File: config.mk
export PLATFORM = sky130hd
export DESIGN_NAME = tile_pixel_gen
export DESIGN_NICKNAME = d
export VERILOG_FILES = /design/src/rtl/tile_gfx_pkg.sv /design/src/rtl/palette_rf.sv /design/src/rtl/tile_pixel_gen.sv
export SDC_FILE = /design/constraint.sdc
export NUM_CORES = 1
export LEC_CHECK = 0
export CORE_MARGIN = 3
export CORE_UTILIZATION = 50
export DETAILED_ROUTE_END_ITERATION = 16
export HOLD_SLACK_MARGIN = 0.15
export PLACE_DENSITY = 0.78
export RECOVER_POWER = 25
export SLEW_MARGIN = 15
export SYNTH_ARGS = -nofsm -noshare
export SYNTH_HDL_FRONTEND = slang
export SYNTH_SLANG_ARGS = --single-unit
File: constraint.sdc
create_clock -name clk -period 2.1 [get_ports clk]
set_clock_uncertainty 0.05 [all_clocks]
set_input_delay 0.525 -clock clk [delete_from_list [all_inputs] [get_ports clk]]
set_output_delay 0.525 -clock clk [all_outputs]
set_load 0.1 [all_outputs]
File: src/rtl/tile_gfx_pkg.sv
// Shared definitions for the tile graphics pixel path.
// Holds tile geometry, pipeline latency, the packed RGB pixel type and
// the palette reset ramp used by palette_rf.
package tile_gfx_pkg;

    localparam int unsigned TILE_LOG2 = 5;
    localparam int unsigned TILE_SIZE = 1 << TILE_LOG2;
    localparam int unsigned PIPE_LAT  = 3;

    typedef struct packed {
        logic [7:0] r;
        logic [7:0] g;
        logic [7:0] b;
    } rgb_t;

    // Grey ramp: entry i = {3{8'h11*i}}, so 0 is black and 15 is white.
    function automatic rgb_t pal_default(input int unsigned i);
        logic [7:0] lvl;
        lvl = 8'(i * 32'h11);
        return '{r: lvl, g: lvl, b: lvl};
    endfunction

endpackage

File: src/rtl/palette_rf.sv
// Colour palette register file: 2^CIDX_BITS entries of 24-bit RGB.
// Ports:
//   clk, rst_n         - clock, asynchronous active-low reset (restores grey ramp)
//   wr_en              - write strobe (already qualified by the handshake)
//   wr_idx, wr_rgb     - write entry and value
//   rd_idx             - combinational read index
//   rd_rgb             - read value; a same-cycle write is not visible until next cycle
module palette_rf
    import tile_gfx_pkg::*;
#(
    parameter int unsigned CIDX_BITS = 4
) (
    input  logic                 clk,
    input  logic                 rst_n,
    input  logic                 wr_en,
    input  logic [CIDX_BITS-1:0] wr_idx,
    input  logic [23:0]          wr_rgb,
    input  logic [CIDX_BITS-1:0] rd_idx,
    output logic [23:0]          rd_rgb
);

    localparam int unsigned Entries = 1 << CIDX_BITS;

    rgb_t mem_q [Entries];
    rgb_t mem_d [Entries];

    always_comb begin
        for (int unsigned i = 0; i < Entries; i++) begin
            mem_d[i] = mem_q[i];
        end
        if (wr_en) begin
            mem_d[wr_idx] = wr_rgb;
        end
    end

    always_ff @(posedge clk or negedge rst_n) begin
        if (!rst_n) begin
            for (int unsigned i = 0; i < Entries; i++) begin
                mem_q[i] <= pal_default(i);
            end
        end else begin
            for (int unsigned i = 0; i < Entries; i++) begin
                mem_q[i] <= mem_d[i];
            end
        end
    end

    // Read from the registered contents so a write lands one cycle later.
    assign rd_rgb = mem_q[rd_idx];

endmodule

File: src/rtl/tile_pixel_gen.sv
// Tile pixel generator: tile index + in-tile coordinates -> 24-bit RGB pixel.
// Three-stage pipeline with the external synchronous ROM forming stage 2:
//   S1: rom_addr and sync registered
//   S2: ROM returns rom_data (its own register); sync advanced alongside
//   S3: palette lookup of rom_data, blanked when not active; sync to outputs
// Ports:
//   clk, rst_n                  - pixel clock, asynchronous active-low reset
//   tile_idx, x_low, y_low      - current pixel's tile number and coordinates
//   vs_in, hs_in, de_in         - timing qualifying the current pixel
//   rom_addr / rom_data         - tile bitmap ROM, data valid one cycle after address
//   pal_wr_valid/ready/idx/rgb  - palette write handshake, accepted only in blanking
//   pixel_data                  - {R,G,B} output
//   vs_out, hs_out, de_out      - timing aligned with pixel_data
module tile_pixel_gen
    import tile_gfx_pkg::*;
#(
    parameter int unsigned TILE_BITS = 4,
    parameter int unsigned CIDX_BITS = 4
) (
    input  logic                             clk,
    input  logic                             rst_n,
    input  logic [TILE_BITS-1:0]             tile_idx,
    input  logic [TILE_LOG2-1:0]             x_low,
    input  logic [TILE_LOG2-1:0]             y_low,
    input  logic                             vs_in,
    input  logic                             hs_in,
    input  logic                             de_in,
    output logic [TILE_BITS+2*TILE_LOG2-1:0] rom_addr,
    input  logic [CIDX_BITS-1:0]             rom_data,
    input  logic                             pal_wr_valid,
    output logic                             pal_wr_ready,
    input  logic [CIDX_BITS-1:0]             pal_wr_idx,
    input  logic [23:0]                      pal_wr_rgb,
    output logic [23:0]                      pixel_data,
    output logic                             vs_out,
    output logic                             hs_out,
    output logic                             de_out
);

    localparam int unsigned AddrBits = TILE_BITS + 2 * TILE_LOG2;

    logic [AddrBits-1:0] rom_addr_q, rom_addr_d;
    logic                vs_s1_q, hs_s1_q, de_s1_q;
    logic                vs_s1_d, hs_s1_d, de_s1_d;
    logic                vs_s2_q, hs_s2_q, de_s2_q;
    logic                vs_s2_d, hs_s2_d, de_s2_d;
    logic                vs_out_q, hs_out_q, de_out_q;
    logic                vs_out_d, hs_out_d, de_out_d;
    rgb_t                pixel_q, pixel_d;
    logic [23:0]         pal_rd;
    logic                pal_wr_en;

    // Any active pixel anywhere in the pipe blocks writes, so a line never
    // sees the palette change part way through.
    assign pal_wr_ready = !(de_in | de_s1_q | de_s2_q | de_out_q);
    assign pal_wr_en    = pal_wr_valid & pal_wr_ready;

    palette_rf #(
        .CIDX_BITS (CIDX_BITS)
    ) u_palette_rf (
        .clk    (clk),
        .rst_n  (rst_n),
        .wr_en  (pal_wr_en),
        .wr_idx (pal_wr_idx),
        .wr_rgb (pal_wr_rgb),
        .rd_idx (rom_data),
        .rd_rgb (pal_rd)
    );

    always_comb begin
        rom_addr_d = {tile_idx, y_low, x_low};
        vs_s1_d    = vs_in;
        hs_s1_d    = hs_in;
        de_s1_d    = de_in;
        vs_s2_d    = vs_s1_q;
        hs_s2_d    = hs_s1_q;
        de_s2_d    = de_s1_q;
        vs_out_d   = vs_s2_q;
        hs_out_d   = hs_s2_q;
        de_out_d   = de_s2_q;
        pixel_d    = de_s2_q ? rgb_t'(pal_rd) : '0;
    end

    always_ff @(posedge clk or negedge rst_n) begin
        if (!rst_n) begin
            rom_addr_q <= '0;
            vs_s1_q    <= 1'b0;
            hs_s1_q    <= 1'b0;
            de_s1_q    <= 1'b0;
            vs_s2_q    <= 1'b0;
            hs_s2_q    <= 1'b0;
            de_s2_q    <= 1'b0;
            vs_out_q   <= 1'b0;
            hs_out_q   <= 1'b0;
            de_out_q   <= 1'b0;
            pixel_q    <= '0;
        end else begin
            rom_addr_q <= rom_addr_d;
            vs_s1_q    <= vs_s1_d;
            hs_s1_q    <= hs_s1_d;
            de_s1_q    <= de_s1_d;
            vs_s2_q    <= vs_s2_d;
            hs_s2_q    <= hs_s2_d;
            de_s2_q    <= de_s2_d;
            vs_out_q   <= vs_out_d;
            hs_out_q   <= hs_out_d;
            de_out_q   <= de_out_d;
            pixel_q    <= pixel_d;
        end
    end

    assign rom_addr   = rom_addr_q;
    assign pixel_data = pixel_q;
    assign vs_out     = vs_out_q;
    assign hs_out     = hs_out_q;
    assign de_out     = de_out_q;

endmodule

# Yosys cells after proc, flatten, opt, wreduce, memory -nomap -nowiden
# Cells that the tools add are included.
# totals
ff_bits,431
in_bits,52
output_inout_bits,42
word_cells,79
# classes
magnitude_cmp,3
muxes,7
bitwise_logic,6
n_reduce_logical,2
# ops
op,n
384-bit bitwise mux,1
24-bit binary-select mux with 4-bit select,1
24-bit demux with 4-bit select,1
24-bit 2-to-1 mux,4
5-bit >= comparator (second input constant),2
4-bit inverter with 5-bit output,2
5-bit by 1-bit < comparator with 1-bit output (second input constant),1
1-bit OR,3
1-bit AND,1
1-bit logical AND,1
1-bit logical NOT,1

# Longest topological paths before layout
# Gate-level depths: netlist of run 1.
# depth
word_depth,6
depth_mapped,8
mapped_depth_nobuf,4

# By module
# Synthesis of run 1 repeated with hierarchy kept, for this count alone.
# hier_totals
hier_cells,1135
hier_area_um2,18893.1
# modules_own_cells
mod,n_inst,cells_per_inst,area_per_inst_um2,seq_area_each_um2
palette_rf,1,1060,17535.6,9849.4
tile_pixel_gen,1,75,1357.6,1176.1

# Least setup slack after synthesis of run 1
# No wires, ideal clock.
# synth_timing
path_kind,register to output
startpoint,"register de_out_q, in the netlist de_out"
endpoint,output pal_wr_ready
t_arrival_ns,3.802
required_ns,1.525
setup_slack_ns,-2.277
stages_incl_launch_ff,2
path_buffers,0
cell_sequence,dfrtp_1 nor4_1
# synth_via
elab_chain_cells,2
# synth_rtl
item,line,source
"start, declared",tile_pixel_gen.sv:47,"logic vs_out_q, hs_out_q, de_out_q;"
"start signal, assigned",tile_pixel_gen.sv:107,de_out_q <= de_out_d;
1-bit OR,tile_pixel_gen.sv:55,assign pal_wr_ready = !(de_in | de_s1_q | de_s2_q | de_out_q);
1-bit logical NOT,tile_pixel_gen.sv:55,
"end, declared",tile_pixel_gen.sv:31,"output logic pal_wr_ready,"
# No other way between the ends.

# Final worst setup path of run 1
# layout_timing
startpoint,input de_in
endpoint,output pal_wr_ready
# layout_via
elab_chain_cells,4
# layout_rtl
item,line,source
"start, declared",tile_pixel_gen.sv:27,"input logic de_in,"
1-bit OR (3 in series),tile_pixel_gen.sv:55,
1-bit logical NOT,tile_pixel_gen.sv:55,
# No other way between the ends.

==> run summary, run 1 <==
### STA
- max_slew headroom: 0.0903
- final setup vio count: 34
- post-route minimum period: 2.20 ns
- maximum clock frequency: 0.454 GHz
- final setup TNS: -0.594 ns
- slew at the pin with the worst max-slew slack: 1.36 ns
- final period utilization: 1.05
- Final Max Slew Viols: 0
- Worst Slack Setup Final: -0.103 ns
- Final Hold Viols: 0
- setup repair after global routing missed its margin: true

### Drt
- detailed-routing wirelength on met1: 20000 µm
- Met2 Wirelength: 22500 µm
- count of TritonRoute iterations in the first routing pass: 4
- DRT iter0 DRCs: 568
- amount of wire on met3 after detailed routing: 1870 µm
- highest metal used: met5
- final antenna-violating net count: 0
- per-cell routed wire length: 22.9 µm
- final routed DRC violation total: 0
- via count: 11400
- routed vias/inst: 5.74
- final WL: 45600 µm

### Floorplanning
- I/O pin total: 94
- die outline width: 202 µm
- effective utilization at floorplan: 0.508
- vertical die dimension: 202 µm
- core area: 0.0378 mm²
- die area: 0.0407 mm²
- number of placement rows: 71

### Logic synthesis
- Adder-Cell Fraction of Synth Area: 0
- most common cell in the netlist: mux2_2
- share of Yosys cell area claimed by the top area cell type: 0.312
- cells after synthesis: 1305
- fraction of the yosys area taken by sequential cells: 0.575
- ranking of synthesized cells by instance count: 364 x mux2_2, 239 x dfrtp_1, 192 x dfstp_2
- cell area after technology mapping: 0.0192 mm²
- multiplexer share of the synthesized area: 0.332
- Yosys cell types: 34
- ys async rst share: 1.00
- cell type contributing the most total cell area after synthesis: dfrtp_1
- net count after synthesis: 1357
- count of warnings emitted by yosys: 0
- dominant register cell in the synthesized netlist: dfrtp_1
- Synth area leaders: dfrtp_1 31%, dfstp_2 26%, mux2_2 21%
- post-synthesis xor/xnor area fraction: 0
- largest family of logic cells by synthesized area: multiplexers
- number of enable flip-flop cells after synthesis: 0
- post-synthesis sequential element count: 431
- syn_area_per_cell: 14.7 µm²
- synthesized-area fraction occupied by ao, oa, aoi and oai cells: 0.0376
- area share of and/or/nand/nor cells after synthesis: 0.0279

### Clock network
- number of clock sinks: 431
- H-tree levels: 2
- clock insertion delay at the later pin of the skew report: 0.57 ns
- maximum clock insertion buffer count: 3
- TritonCTS clock tree: yes
- clk root buf: clkbuf_16
- CTS buffer count: 46
- clock slew seen by the registers of the worst setup and hold paths: 0.06 ns

### Placement
- final weighted congestion in routability-driven placement: 0.763
- placed inst area: 0.0218 mm²
- worst setup timing slack at the placement stage: -0.658 ns
- DPL Wire Length: 27300 µm
- count of port buffers added during placement: 93

### Critical path
- kind of end point of the critical path: output pin
- highest fanout seen on the critical path: 3
- Worst EP required: 1.52 ns
- data arrival time at the worst-slack endpoint: 1.63 ns
- sort of element at the start of the critical path: input port
- peak per-stage delay on the critical path: 0.53 ns
- cell with the largest stage delay on the worst path: clkdlybuf4s50_1
- classification of the worst setup path: in2out
- crit-path cells: clkdlybuf4s50_1 -> nor4_4 -> buf_12

### Power and ir drop
- Static Leak: 0.0108 µW
- Peak supply drop: 591 µV
- P per Cell Area: 838 mW/mm²

### Global route
- global-route total usage across every layer: 0.227
- global route total overflow: 0
- antenna violations before repair: 1
- first-pass GRT wire length: 72200 µm
- largest net degree at the start of global routing: 59
- via count of the first global-routing pass: 12400

### Cells and area
- final design area excluding fillers: 0.0234 mm²
- layout cell share with drive strength beyond 1: 0.568
- final antenna diode count: 0
- net count reported at finish: 1494
- Synth-to-Final Area Change: 22.0%
- layout filler cell count: 2800

### Min path
- path type of the worst min-delay path: reg2reg

### Run
- # Max-Cap Violations: 0

### Run status
- status: complete, but fails checks
- violated checks: setup timing

-- cell usage in the layout (no fill, tap or decap), drive strengths merged, types with 4 or more instances in the layout --
cell / synthesis / routed
mux2: 384 / 384
nor2b: 4 / 4
dfrtp: 239 / 239
mux4: 17 / 17
clkbuf: 48 / 70
nand2: 29 / 29
nor3: 4 / 4
nand3: 25 / 25
nand2b: 16 / 16
dlygate4sd3: 0 / 17
a22oi: 78 / 78
buf: 65 / 144
bufinv: 0 / 5
dfstp: 192 / 192
nor2: 5 / 5
clkinv: 0 / 14
clkdlybuf4s50: 0 / 33
o21ai: 23 / 23
mux2i: 158 / 158
-- sequential cells by signal (all words and copies together), names as in the netlist --
name / flops
hs_s1_q: 1
hs_out: 1
de_out_d: 1
u_palette_rf.mem_q: 384
de_s1_q: 1
rom_addr: 14
de_out: 1
vs_s1_q: 1
hs_out_d: 1
pixel_data: 24
vs_out_d: 1
vs_out: 1
-- logic make-up after synthesis --
logic type	count (synthesis)
simple gates	98
buf+inv	113
mux	559
compound gates	104
flops	431
-- report_power, final --
part | switching (µW) | total [µW] | internal [µW]
Combinational | 1190 | 2090 | 904
Clock | 3360 | 8360 | 5000
Sequential | 230 | 9150 | 8920
-- critical path, delay by kind of cell --
family | cells | cell delay, ns
simple gates | 1 | 0.35
buf+inv | 2 | 0.74
-- repair_timing --
item,4_1_cts,5_1_grt
endpoints found under the hold margin,19,0
setup buffers,2,0
gates resized for setup,12,0
hold buffers,1,0
cloned,2,0
pin swaps,4,1
endpoints found under the setup margin,29,100
-- through the flow --
step	utilization	power (µW)	cells	hold slack [ns]
2_1_floorplan	-	10500	1305	0.179
3_3_place_gp	0.576	11300	1900	0.284
3_5_place_dp	0.576	11400	1900	0.286
4_1_cts	0.621	19800	1990	0.300
5_1_grt	0.620	20300	1990	0.309
6_report	0.620	19600	1990	0.298
-- final timing paths --
kind	start	cells past startpoint	slack, ns	to
max in group asynchronous	rst_n	3	0.04	u_palette_rf.mem_q[63]$_DFFE_PN1P_
hold / removal	vs_s1_q$_DFF_PN0_	0	0.30	vs_out_d$_DFF_PN0_
min in group asynchronous	rst_n	2	0.76	u_palette_rf.mem_q[138]$_DFFE_PN0P_
setup reg to reg	de_out_d$_DFF_PN0_	7	-0.01	u_palette_rf.mem_q[102]$_DFFE_PN0P_
setup / recovery	de_in	3	-0.10	pal_wr_ready
hold reg to reg	vs_s1_q$_DFF_PN0_	0	0.30	vs_out_d$_DFF_PN0_
-- cell type report --
type                       instances  area, µm²  area share
sequential                       431      11000       0.472
multi-input combinational        761       7800       0.334
timing repair buffer             202       2340       0.100
clock buffer                      63       1310      0.0558
tap                              511        639      0.0273
clock inverter                    22        275      0.0118
-- routing by layer --
metal / vias up / global-route usage
met4: 2 / 0.0710
li1: 5019 / -
met2: 236 / 0.374
met5: - / 0
met1: 6069 / 0.314
met3: 92 / 0.0354
No activity file was read; power rests on OpenSTA's default activity.
==> run 2, diff against run 1 <==
--- a/config.mk
+++ b/config.mk
@@ -8,10 +8,12 @@
 export CORE_MARGIN = 3
 export CORE_UTILIZATION = 50
 export DETAILED_ROUTE_END_ITERATION = 16
+export DONT_BUFFER_PORTS = 1
 export HOLD_SLACK_MARGIN = 0.15
-export PLACE_DENSITY = 0.78
+export PLACE_DENSITY = 0.72
 export RECOVER_POWER = 25
 export SLEW_MARGIN = 15
 export SYNTH_ARGS = -nofsm -noshare
 export SYNTH_HDL_FRONTEND = slang
 export SYNTH_SLANG_ARGS = --single-unit
+export TNS_END_PERCENT = 5
==> constraint.sdc (replaced) <==
create_clock -name clk -period 2.84 [get_ports clk]
set_clock_uncertainty 0.05 [all_clocks]
set_input_delay 0.71 -clock clk [delete_from_list [all_inputs] [get_ports clk]]
set_output_delay 0.71 -clock clk [all_outputs]
set_load 0.1 [all_outputs]
==> run 2 against run 1 <==
  * The run ends with hold timing, slew limit left
  * Non-clock buffer count is 155 lower
  * Flip-flop and latch count stayed put
  * Utilization is 5.0 points lower
  * Combinational power is 65% lower
  * First-iteration DRC count is 18% higher
  * Hold slack worse by 0.48 ns
  * Sequential share of layout area is 4.1 points higher
  * Count of clock-buffer cells in the layout is 15 higher
  * Routed wire length is 8.8% lower
  * Die area stayed put
  * Final area is 8.1% lower
  * Register-to-register slack better by 0.58 ns
==> run summary, run 2 (synthesis gave the netlist of run 1 again) <==
### Critical path
- Crit Reg-Reg Startpoint: de_out_d$_DFF_PN0_
- data arrival time at the worst-slack endpoint: 1.79 ns, +0.16 ns
- crit-path cells: buf_4 -> nor4_4 -> buf_4
- cell with the largest stage delay on the worst path: dfrtp_1
- Most common cell on crit path: buf_4
- peak per-stage delay on the critical path: 0.40 ns, -0.13 ns
- worst reg2reg setup slack: 0.57 ns, +0.58 ns
- Worst EP required: 2.08 ns, +0.56 ns
- kind of end point of the critical path: output pin
- highest fanout seen on the critical path: 2, -1
- classification of the worst setup path: reg2out
- sort of element at the start of the critical path: register
- endpoint of the lowest-slack register-to-register path: u_palette_rf.mem_q[253]$_DFFE_PN0P_
- R2R depth: 5, -2

### Clock network
- clk root buf: clkbuf_16
- clock slew seen by the registers of the worst setup and hold paths: 0.06 ns, about the same
- maximum clock insertion buffer count: 3, unchanged
- post-CTS setup buffer count: 0, -2
- CTS buffer count: 46, unchanged
- Post-CTS Hold Fix Bufs: 17, +16
- TritonCTS clock tree: yes
- Resized cells post-CTS: 0, -12
- H-tree levels: 2, unchanged
- number of clock sinks: 431, unchanged
- clock insertion delay at the later pin of the skew report: 0.55 ns, -0.02 ns

### STA
- worst hold slack: -0.184 ns, -0.482 ns
- final setup vio count: 0, -100%
- Final Max Slew Viols: 189, +189
- max_slew headroom: -0.138, -0.228
- Worst Slack Setup Final: 0.289 ns, +0.392 ns
- maximum clock frequency: 0.392 GHz
- post-route minimum period: 2.55 ns
- final setup TNS: 0 ns, +0.594 ns
- slew at the pin with the worst max-slew slack: 1.71 ns, +0.342 ns
- setup repair after global routing missed its margin: false
- Final Hold Viols: 46, +46
- final period utilization: 0.898

### Power and ir drop
- P per Cell Area: 645 mW/mm², -23%
- Peak supply drop: 430 µV, -27%
- total design power: 13900 µW, -29%
- Static Leak: 0.00984 µW, -8.9%

### Cells and area
- layout filler cell count: 3004, +7.3%
- area taken by multi-input logic gates: 0.00771 mm², -1.2%
- most frequent cells in the layout: 364 x mux2_2, 239 x dfrtp_1, 192 x dfstp_2
- Synth-to-Final Area Change: 12.1%
- sequential cell area: 0.0110 mm², about the same
- final antenna diode count: 0, unchanged
- net count reported at finish: 1339, -10%
- most common library cell in the layout ignoring fill and taps: mux2_2
- layout cell share with drive strength beyond 1: 0.536, -0.0321
- final design area excluding fillers: 0.0215 mm², -8.1%
- max reg flops: 384, unchanged
- final non-filler cell total: 1836, -7.7%
- top register by number of flip-flops: u_palette_rf.mem_q

### Floorplanning
- die area: 0.0407 mm², unchanged
- I/O pin total: 94, unchanged
- effective utilization at floorplan: 0.508, unchanged
- vertical die dimension: 202 µm, unchanged
- number of placement rows: 71, unchanged
- die outline width: 202 µm, unchanged
- core area: 0.0378 mm², unchanged

### Drt
- DRT iter0 DRCs: 669, +18%
- via count: 10700, -6.2%
- final WL: 41600 µm, -8.8%
- count of TritonRoute iterations in the first routing pass: 4, unchanged
- final antenna-violating net count: 0, unchanged
- routed vias/inst: 5.83, +1.7%
- highest metal used: met4
- Met2 Wirelength: 19900 µm, -11%
- amount of wire on met3 after detailed routing: 1690 µm, -9.8%
- per-cell routed wire length: 22.7 µm, -1.1%
- final routed DRC violation total: 0, unchanged
- detailed-routing wirelength on met1: 19200 µm, -3.8%

### Global route
- global-route total usage across every layer: 0.206, -0.0210
- first-pass GRT wire length: 66100 µm, -8.5%
- antenna violations before repair: 0, -1
- via count of the first global-routing pass: 11300, -9.0%
- global route total overflow: 0, unchanged
- largest net degree at the start of global routing: 432, +630%

### Run status
- status: complete, but fails checks
- violated checks: hold timing, slew limit

### Placement
- worst setup timing slack at the placement stage: 0.324 ns, +0.983 ns
- count of port buffers added during placement: 0, -100%
- final weighted congestion in routability-driven placement: 0.708, -7.3%
- total placed cells including tap cells: 1733, -8.8%
- DPL Wire Length: 22000 µm, -20%
- placed inst area: 0.0198 mm², -9.2%

### Min path
- path type of the worst min-delay path: in2async

### Run
- # Max-Cap Violations: 0, unchanged

[run 2: changes by cell type in the layout (fill, tap and decap cells not counted), moves of 2 or more]
cell / previous run / this run
buf_4: 86 / 17
buf_12: 51 / 13
clkdlybuf4s50_1: 33 / 0
mux2_2: 341 / 364
mux2_4: 43 / 20
clkinv_2: 11 / 3
clkbuf_1: 10 / 17
buf_6: 5 / 0
clkbuf_2: 4 / 0
clkbuf_16: 46 / 49
bufinv_16: 5 / 3
clkbuf_8: 10 / 12
[run 2: critical path, delay by kind of cell, from the launching register on]
family	cells	cell delay (ns)
buffers and inverters	2	0.57
DFF	1	0.40
and+or+nand+nor	1	0.26
[run 2: layout make-up]
class | count | share of cell area
clock buffers | 78 | 0.0677
clock inverters | 8 | 0.00564
multi-input cells | 761 | 0.358
flip-flops and latches | 431 | 0.513
well taps | 511 | 0.0297
repair buffers | 47 | 0.0259
[run 2: how the worst max path moves through the flow]
| stage | start | endpoint | slack, ns | depth (start not counted) |
|---|---|---|---|---|
| floorplan | de_out$_DFF_PN0_ | pal_wr_ready | 0.08 | 1 |
| global placement | pal_wr_valid | u_palette_rf.mem_q[243]$_DFFE_PN0P_ | 0.35 | 5 |
| detailed placement | pal_wr_valid | u_palette_rf.mem_q[253]$_DFFE_PN0P_ | 0.32 | 5 |
| CTS | de_out$_DFF_PN0_ | pal_wr_ready | 0.26 | 3 |
| global route | de_out$_DFF_PN0_ | pal_wr_ready | 0.23 | 3 |
| finish | de_out$_DFF_PN0_ | pal_wr_ready | 0.29 | 3 |
[run 2: routing by layer]
metal,global-route usage,vias to the layer above
met5,0,-
met1,0.294,5741
li1,-,4706
met4,0.0498,0
met3,0.0354,62
met2,0.334,203
[run 2: through the flow]
step,hold slack (ns),utilization
3_5_place_dp,0.286,0.523
4_1_cts,-0.214,0.570
5_1_grt,-0.198,0.570
3_3_place_gp,0.282,0.523
6_report,-0.184,0.570
2_1_floorplan,0.281,-
[run 2: power by group]
| part | internal [µW] | switching, µW |
|---|---|---|
| Combinational | 459 | 280 |
| Sequential | 6590 | 426 |
| Clock | 3750 | 2360 |
